## config.mk

```make
export PLATFORM = sky130hd
export DESIGN_NAME = rally_judge
export DESIGN_NICKNAME = d
export VERILOG_FILES = /design/src/rtl/rally_judge.sv
export SDC_FILE = /design/constraint.sdc
export NUM_CORES = 1
export LEC_CHECK = 0
export ABC_CLOCK_PERIOD_IN_PS = 2880
export CAP_MARGIN = 20
export CORE_MARGIN = 2
export CORE_UTILIZATION = 55
export CTS_BUF_LIST = sky130_fd_sc_hd__clkbuf_8
export DETAILED_ROUTE_END_ITERATION = 10
export PLACE_DENSITY = 0.85
export SYNTH_ARGS = -nofsm -noshare
export SYNTH_HDL_FRONTEND = slang
export SYNTH_SLANG_ARGS = --single-unit
```

## constraint.sdc

```tcl
create_clock -name clk -period 2.88 [get_ports clk]
set_input_delay 0.432 -clock clk [delete_from_list [all_inputs] [get_ports clk]]
set_output_delay 0.432 -clock clk [all_outputs]
set_load 0.02 [all_outputs]
```

## src/rtl/rally_judge.sv

```systemverilog
// Point-decision stage ahead of the ball block: turns button presses into serve,
// return and point-award strobes, keeps both scores and latches the end of game.
module rally_judge #(
    parameter int WIN_SCORE = 7
) (
    input  logic       clk,
    input  logic       rst,
    input  logic       btn_one,
    input  logic       btn_two,
    input  logic       hittable_one,
    input  logic       hittable_two,
    input  logic       start_game,
    output logic       button_one,
    output logic       button_two,
    output logic       return_one,
    output logic       return_two,
    output logic       match_one,
    output logic       match_two,
    output logic [3:0] score_one,
    output logic [3:0] score_two,
    output logic       game_over,
    output logic       winner_two
);

    // state  | meaning
    // SERVE  | waiting for a serve; presses forwarded as serve strobes
    // RALLY  | ball in play; returns, faults and misses are judged
    // DRAIN  | point awarded; wait for the ball block to drop start_game
    // OVER   | a player reached WIN_SCORE; frozen until reset
    typedef enum logic [1:0] {S_SERVE, S_RALLY, S_DRAIN, S_OVER} state_t;

    localparam logic [3:0] WIN = 4'(WIN_SCORE);

    state_t     r_state;
    state_t     w_state_nxt;

    logic       r_btn_one_q, r_btn_two_q;
    logic       r_hit_one_q, r_hit_two_q;
    logic       r_returned_one, r_returned_two;
    logic       r_button_one, r_button_two;
    logic       r_return_one, r_return_two;
    logic       r_match_one, r_match_two;
    logic [3:0] r_score_one, r_score_two;
    logic       r_game_over, r_winner_two;

    logic       w_press_one, w_press_two;
    logic       w_fall_one, w_fall_two;
    logic       w_lose_one, w_lose_two;
    logic       w_ret_one, w_ret_two;
    logic [3:0] w_score_one_inc, w_score_two_inc;

    logic       w_button_one, w_button_two;
    logic       w_return_one, w_return_two;
    logic       w_match_one, w_match_two;
    logic [3:0] w_score_one_nxt, w_score_two_nxt;
    logic       w_returned_one_nxt, w_returned_two_nxt;
    logic       w_game_over_nxt, w_winner_two_nxt;

    assign w_press_one = btn_one & ~r_btn_one_q;
    assign w_press_two = btn_two & ~r_btn_two_q;
    assign w_fall_one  = r_hit_one_q & ~hittable_one;
    assign w_fall_two  = r_hit_two_q & ~hittable_two;

    // A swing outside the window or letting the ball leave unreturned loses the rally.
    assign w_lose_one = (w_press_one & ~hittable_one) | (w_fall_one & ~r_returned_one);
    assign w_lose_two = (w_press_two & ~hittable_two) | (w_fall_two & ~r_returned_two);
    assign w_ret_one  = w_press_one & hittable_one & ~r_returned_one;
    assign w_ret_two  = w_press_two & hittable_two & ~r_returned_two;

    assign w_score_one_inc = r_score_one + 4'd1;
    assign w_score_two_inc = r_score_two + 4'd1;

    always_ff @(posedge clk or posedge rst) begin
        if (rst) begin
            r_state <= S_SERVE;
        end else begin
            r_state <= w_state_nxt;
        end
    end

    always_comb begin
        w_state_nxt = r_state;
        case (r_state)
            S_SERVE: begin
                if (start_game) w_state_nxt = S_RALLY;
            end
            S_RALLY: begin
                if (w_lose_two & ~w_lose_one)
                    w_state_nxt = (w_score_one_inc == WIN) ? S_OVER : S_DRAIN;
                else if (w_lose_one & ~w_lose_two)
                    w_state_nxt = (w_score_two_inc == WIN) ? S_OVER : S_DRAIN;
            end
            S_DRAIN: begin
                if (!start_game) w_state_nxt = S_SERVE;
            end
            default: w_state_nxt = S_OVER;
        endcase
    end

    always_comb begin
        w_button_one       = 1'b0;
        w_button_two       = 1'b0;
        w_return_one       = 1'b0;
        w_return_two       = 1'b0;
        w_match_one        = 1'b0;
        w_match_two        = 1'b0;
        w_score_one_nxt    = r_score_one;
        w_score_two_nxt    = r_score_two;
        w_returned_one_nxt = r_returned_one;
        w_returned_two_nxt = r_returned_two;
        case (r_state)
            S_SERVE: begin
                w_button_one = w_press_one;
                w_button_two = w_press_two;
                if (start_game) begin
                    w_returned_one_nxt = 1'b0;
                    w_returned_two_nxt = 1'b0;
                end
            end
            S_RALLY: begin
                w_return_one = w_ret_one;
                w_return_two = w_ret_two;
                if (w_fall_one) w_returned_one_nxt = 1'b0;
                if (w_fall_two) w_returned_two_nxt = 1'b0;
                if (w_ret_one)  w_returned_one_nxt = 1'b1;
                if (w_ret_two)  w_returned_two_nxt = 1'b1;
                // Simultaneous losses cancel out and the rally goes on.
                if (w_lose_two & ~w_lose_one) begin
                    w_match_one     = 1'b1;
                    w_score_one_nxt = w_score_one_inc;
                end else if (w_lose_one & ~w_lose_two) begin
                    w_match_two     = 1'b1;
                    w_score_two_nxt = w_score_two_inc;
                end
            end
            default: ;
        endcase
        w_game_over_nxt  = (w_state_nxt == S_OVER);
        w_winner_two_nxt = w_game_over_nxt & (w_score_two_nxt == WIN);
    end

    always_ff @(posedge clk or posedge rst) begin
        if (rst) begin
            r_btn_one_q    <= 1'b0;
            r_btn_two_q    <= 1'b0;
            r_hit_one_q    <= 1'b0;
            r_hit_two_q    <= 1'b0;
            r_returned_one <= 1'b0;
            r_returned_two <= 1'b0;
            r_button_one   <= 1'b0;
            r_button_two   <= 1'b0;
            r_return_one   <= 1'b0;
            r_return_two   <= 1'b0;
            r_match_one    <= 1'b0;
            r_match_two    <= 1'b0;
            r_score_one    <= 4'd0;
            r_score_two    <= 4'd0;
            r_game_over    <= 1'b0;
            r_winner_two   <= 1'b0;
        end else begin
            r_btn_one_q    <= btn_one;
            r_btn_two_q    <= btn_two;
            r_hit_one_q    <= hittable_one;
            r_hit_two_q    <= hittable_two;
            r_returned_one <= w_returned_one_nxt;
            r_returned_two <= w_returned_two_nxt;
            r_button_one   <= w_button_one;
            r_button_two   <= w_button_two;
            r_return_one   <= w_return_one;
            r_return_two   <= w_return_two;
            r_match_one    <= w_match_one;
            r_match_two    <= w_match_two;
            r_score_one    <= w_score_one_nxt;
            r_score_two    <= w_score_two_nxt;
            r_game_over    <= w_game_over_nxt;
            r_winner_two   <= w_winner_two_nxt;
        end
    end

    assign button_one = r_button_one;
    assign button_two = r_button_two;
    assign return_one = r_return_one;
    assign return_two = r_return_two;
    assign match_one  = r_match_one;
    assign match_two  = r_match_two;
    assign score_one  = r_score_one;
    assign score_two  = r_score_two;
    assign game_over  = r_game_over;
    assign winner_two = r_winner_two;

endmodule

```

; ---- After elaboration in Yosys (flattened, before gate mapping)
; Cells that the tools add are included.
[totals]
register_bits = 24
out_inout_bits = 16
[classes]
n_addsub = 2
n_eq_ne = 9
muxes = 26
n_bitwise = 25
reduce_logical = 5
[op_table]
columns = cell, count
row1 = 2-to-1 mux 1 bit, 16
row2 = AND 1 bit, 15
row3 = "equality test 4 x 3 -> 1 bit, second input constant", 3
row4 = 2-to-1 mux 4 bit, 3
row5 = "adder 4 x 1 -> 4 bit, second input constant", 2
row6 = 2-to-1 mux 2 bit, 4
row7 = inverter 1 bit, 8
row8 = "inequality test 3 bit, second input constant", 2
row9 = one-hot mux 2 bit (3 select lines), 1
row10 = AND reduction 3 bit, 2
row11 = "equality test 2 bit, second input constant", 2
row12 = one-hot mux 1 bit (2 select lines), 2
row13 = "equality test 2 x 1 -> 1 bit, second input constant", 1
row14 = logical NOT 2 bit, 1
row15 = "inequality test 2 bit, second input constant", 1
row16 = bitwise OR 1 bit, 2
row17 = AND reduction 2 bit, 1
row18 = nonzero test 2 bit, 1

; ---- Logic depth before layout (Yosys ltp)
[logic_depth]
word_depth = 11
ltp_mapped = 7
ltp_nobuf = 7

; ---- Worst setup path before layout
; OpenSTA, ideal clock, no wires.
[synth_timing]
path_type = register to register
from = reg r_score_one[0] (netlist: score_one[0])
to = reg r_winner_two (netlist: winner_two)
setup_ns = 0.121
arrival_time_ns = 1.597
setup_slack_ns = 1.163
path_stages_with_launch = 8
path_cell_list = dfrtp_1 > inv_1 > ha_1 > and3b_1 > a31oi_1 > nor3_1 > o31a_1 > a21boi_1
[synth_via]
elab_chain_len = 7
[synth_lines]
columns = item, line
row1 = from (decl), 43  ; logic [3:0] r_score_one, r_score_two;
row2 = from (signal assigned), 173  ; r_score_one <= w_score_one_nxt;
row3 = adder 4 x 1 -> 4 bit, 70  ; assign w_score_one_inc = r_score_one + 4'd1;
row4 = named net w_score_one_inc[0], 50  ; logic [3:0] w_score_one_inc, w_score_two_inc;
row5 = equality test 4 x 3 -> 1 bit, 89  ; w_state_nxt = (w_score_one_inc == WIN) ? S_OVER : S_DRAIN;
row6 = 2-to-1 mux 1 bit, 89
row7 = 2-to-1 mux 2 bit, 88  ; if (w_lose_two & ~w_lose_one)
row8 = one-hot mux 2 bit (3 select lines), 83  ; case (r_state)
row9 = equality test 2 bit, 138  ; w_game_over_nxt = (w_state_nxt == S_OVER);
row10 = named net w_game_over_nxt, 57  ; logic w_game_over_nxt, w_winner_two_nxt;
row11 = AND 1 bit, 139  ; w_winner_two_nxt = w_game_over_nxt & (w_score_two_nxt == WIN);
row12 = named net w_winner_two_nxt, 57
row13 = to (signal assigned), 176  ; r_winner_two <= w_winner_two_nxt;
row14 = to (decl), 44  ; logic r_game_over, r_winner_two;
; The timed path passes the listed nets, and every way through them passes these cells.
; A chain may end at the register's enable or synchronous reset.

; ---- Worst setup path in the final report
[layout_timing]
from = reg r_score_two[1] (netlist: score_two[1])
to = out score_two[1]
[layout_lines]
columns = item, line
row1 = from (decl), 43
row2 = from (signal assigned), 174  ; r_score_two <= w_score_two_nxt;
row3 = to (decl), 20  ; output logic [3:0] score_two,
; No word-level cell between the ends.

==> out/metrics.yaml <==
status: "completed"
fin_crit_sh_pct: 63.1
htree_levels: 1
synth_most_common_cell: "dfrtp_1"
ant_nets: 0
crit_chain: "clkdlybuf4s50_1"
core_area_mm2: 0.00196
antennaDiodeCount: 0
die_w_um: 49.6
worstMarginPinSlew_ns: 0.890
drc: 0
multi_input_area_um2: 512
ys_ff_latch: 24
grt_antenna_before_repair: 0
synth-async-reset-ratio_pct: 100
crit_family: "buffers and inverters"
cap_violations: 0
io_pins: 23
wl_um: 2130
yosysWarnings: 0
post_drt_wl_per_cell_um: 14.1
hold_ws_ns: 0.482
n_fill_cell: 153
dp_hpwl_um: 1530
cts_root_buf: "clkbuf_8"
grt_max_degree: 25
min_path_cells: 1
pre_cts_slack_ns: 0.853
dieHeight_um: 49.6
skew_ns: 0.00156
synth.area.top_cells: "dfrtp_1 53%, ha_1 4.4%, xnor2_1 3.1%"
synthDistinctLibCells: 35
clk_path_buf_depth: 2
syn_nets: 111
regArea_um2: 601
finalSetupTns_ns: 0
syn_inst: 100
start_util_pct: 58.2
cts.sinks: 24
cp_num_buf_inv: 1
worstPathRequired_ns: 2.45
gr-usage-all-layers_pct: 19.8
dieArea_mm2: 0.00246
power_w: 0.00135
vias: 844
cp_num_cells: 1
synth_top_area_cell: "dfrtp_1"
portBuffers: 22
slowest_stage: "clkdlybuf4s50_1"
first_global_vias: 858
cts_setup_buffers: 0
seq_area_frac_synth_pct: 52.6
hold_buffers: 0
rsz0062_at_grt: "false"
dr.pass1.iters: 4
setup_ws_ns: 1.06
cts_tree: "done"
cp_max_fo: 7
drv_slew: 0
synth_edf_count: 0
via_per_inst: 5.59
critPathLaunchType: "flip-flop"
path_class: "flip-flop to output port"
ys.flop_type: "dfrtp_1"
endpoint_kind: "output port"
fmax_ghz: 0.551
clk_pin_slew_ns: 0.08
drtIter0Drc: 17
finalCriticalPeriod_ns: 1.82
p_leak_nw: 0.645
ir_drop_mv: 0.698
syn_area_per_cell_um2: 11.4
grt_pass1_wl_um: 3690
finalHoldViolations: 0
slowest_delay_ns: 0.65
final_nets: 137
gp_congestion: 0.737
maxSlewHeadroom_pct: 40.6
std_cell_rows: 16
syn_to_final_growth_pct: 25.2
cp.arrival_ns: 1.38
clock_latency_ns: 0.26
drive_gt1_share_pct: 11.3
synth_area_mm2: 0.00114
synth_top_cell_area_share_pct: 52.6
overflow: 0
r2r_cells: 7
cts-buffers-inserted: 3
cts-resized-gates: 0
worstHoldPathType: "flip-flop to flip-flop"
setup-violations-final: 0
p_per_area_mw_per_mm2: 947
==> path summary, 6_finish.rpt <==
path	startpoint	endpoint	slack, ns
max	score_two[1]$_DFF_PP0_	score_two[1]	1.06
min	r_returned_one$_DFFE_PP0P_	return_one$_DFF_PP0_	0.48
max reg2reg	score_two[0]$_DFF_PP0_	winner_two$_DFF_PP0_	1.10
min reg2reg	r_returned_one$_DFFE_PP0P_	return_one$_DFF_PP0_	0.48
max in group asynchronous	rst	score_one[1]$_DFFE_PP0P_	1.67
min in group asynchronous	rst	button_two$_DFF_PP0_	0.66
==> metrics by stage <==
stage,instances,utilization (%),instance area (um^2)
after floorplan,100,-,1140
after global placement,148,70.8,1390
after detailed placement,148,70.8,1390
after CTS,151,72.9,1430
after global routing,151,72.9,1430
final,151,72.9,1430
==> cell families after synthesis <==
| family | Yosys count | synth area share [%] |
|---|---|---|
| xor+xnor | 7 | 6.02 |
| fa+ha+maj | 4 | 4.38 |
| buf+inv | 7 | 2.63 |
| compound gates | 20 | 12.2 |
| simple gates | 38 | 22.2 |
| flops | 24 | 52.6 |
==> final cells by class <==
class,count,share of cell area [%]
Sequential cell,24,42.0
Tap cell,27,2.36
Inverter,6,1.57
Clock buffer,3,2.89
Multi-Input combinational cell,69,35.8
Timing Repair Buffer,22,15.4
==> metal layers <==
layer / vias up / routed length (um) / track usage [%]
li1: 398 / - / -
met1: 411 / 948 / 25.9
met2: 30 / 1040 / 32.7
met4: 0 / 43 / 9.72
met5: - / 0 / 0
met3: 5 / 103 / 2.42
==> cell usage in the layout (no fill, tap or decap), drive strengths merged <==
master         netlist  final
dfrtp               24     24
clkdlybuf4s50        0     22
inv                  6      6
nor2                 6      6
nand2                6      6
nor3                 6      6
o21ai                5      5
xnor2                5      5
nand2b               5      5
a21o                 4      4
ha                   4      4
nand3                3      3
clkbuf               0      3
a21oi                3      3
xor2                 2      2
a21bo                2      2
nand3b               2      2
and3b                2      2
nor4bb               2      2
a31oi                2      2
nor4b                2      2
or3                  2      2
nor4                 1      1
a22oi                1      1
and2b                1      1
o22a                 1      1
o31a                 1      1
a21boi               1      1
==> report_power, final <==
part / switching [W] / leakage (nW) / total [W] / internal [W]
clock network: 0.0000972 / 0.0216 / 0.000191 / 0.0000934
logic: 0.000287 / 0.323 / 0.000590 / 0.000303
registers: 0.000140 / 0.301 / 0.000574 / 0.000434
total: 0.000524 / 0.645 / 0.00135 / 0.000830
==> flip-flops by register name, summed over array words and instances (netlist names) <==
signal          flops
button_one          1
button_two          1
game_over           1
match_one           1
match_two           1
r_btn_one_q         1
r_btn_two_q         1
r_hit_one_q         1
r_hit_two_q         1
r_returned_one      1
r_returned_two      1
r_state             2
return_one          1
return_two          1
score_one           4
score_two           4
winner_two          1
(Power assumes the default switching activity.)
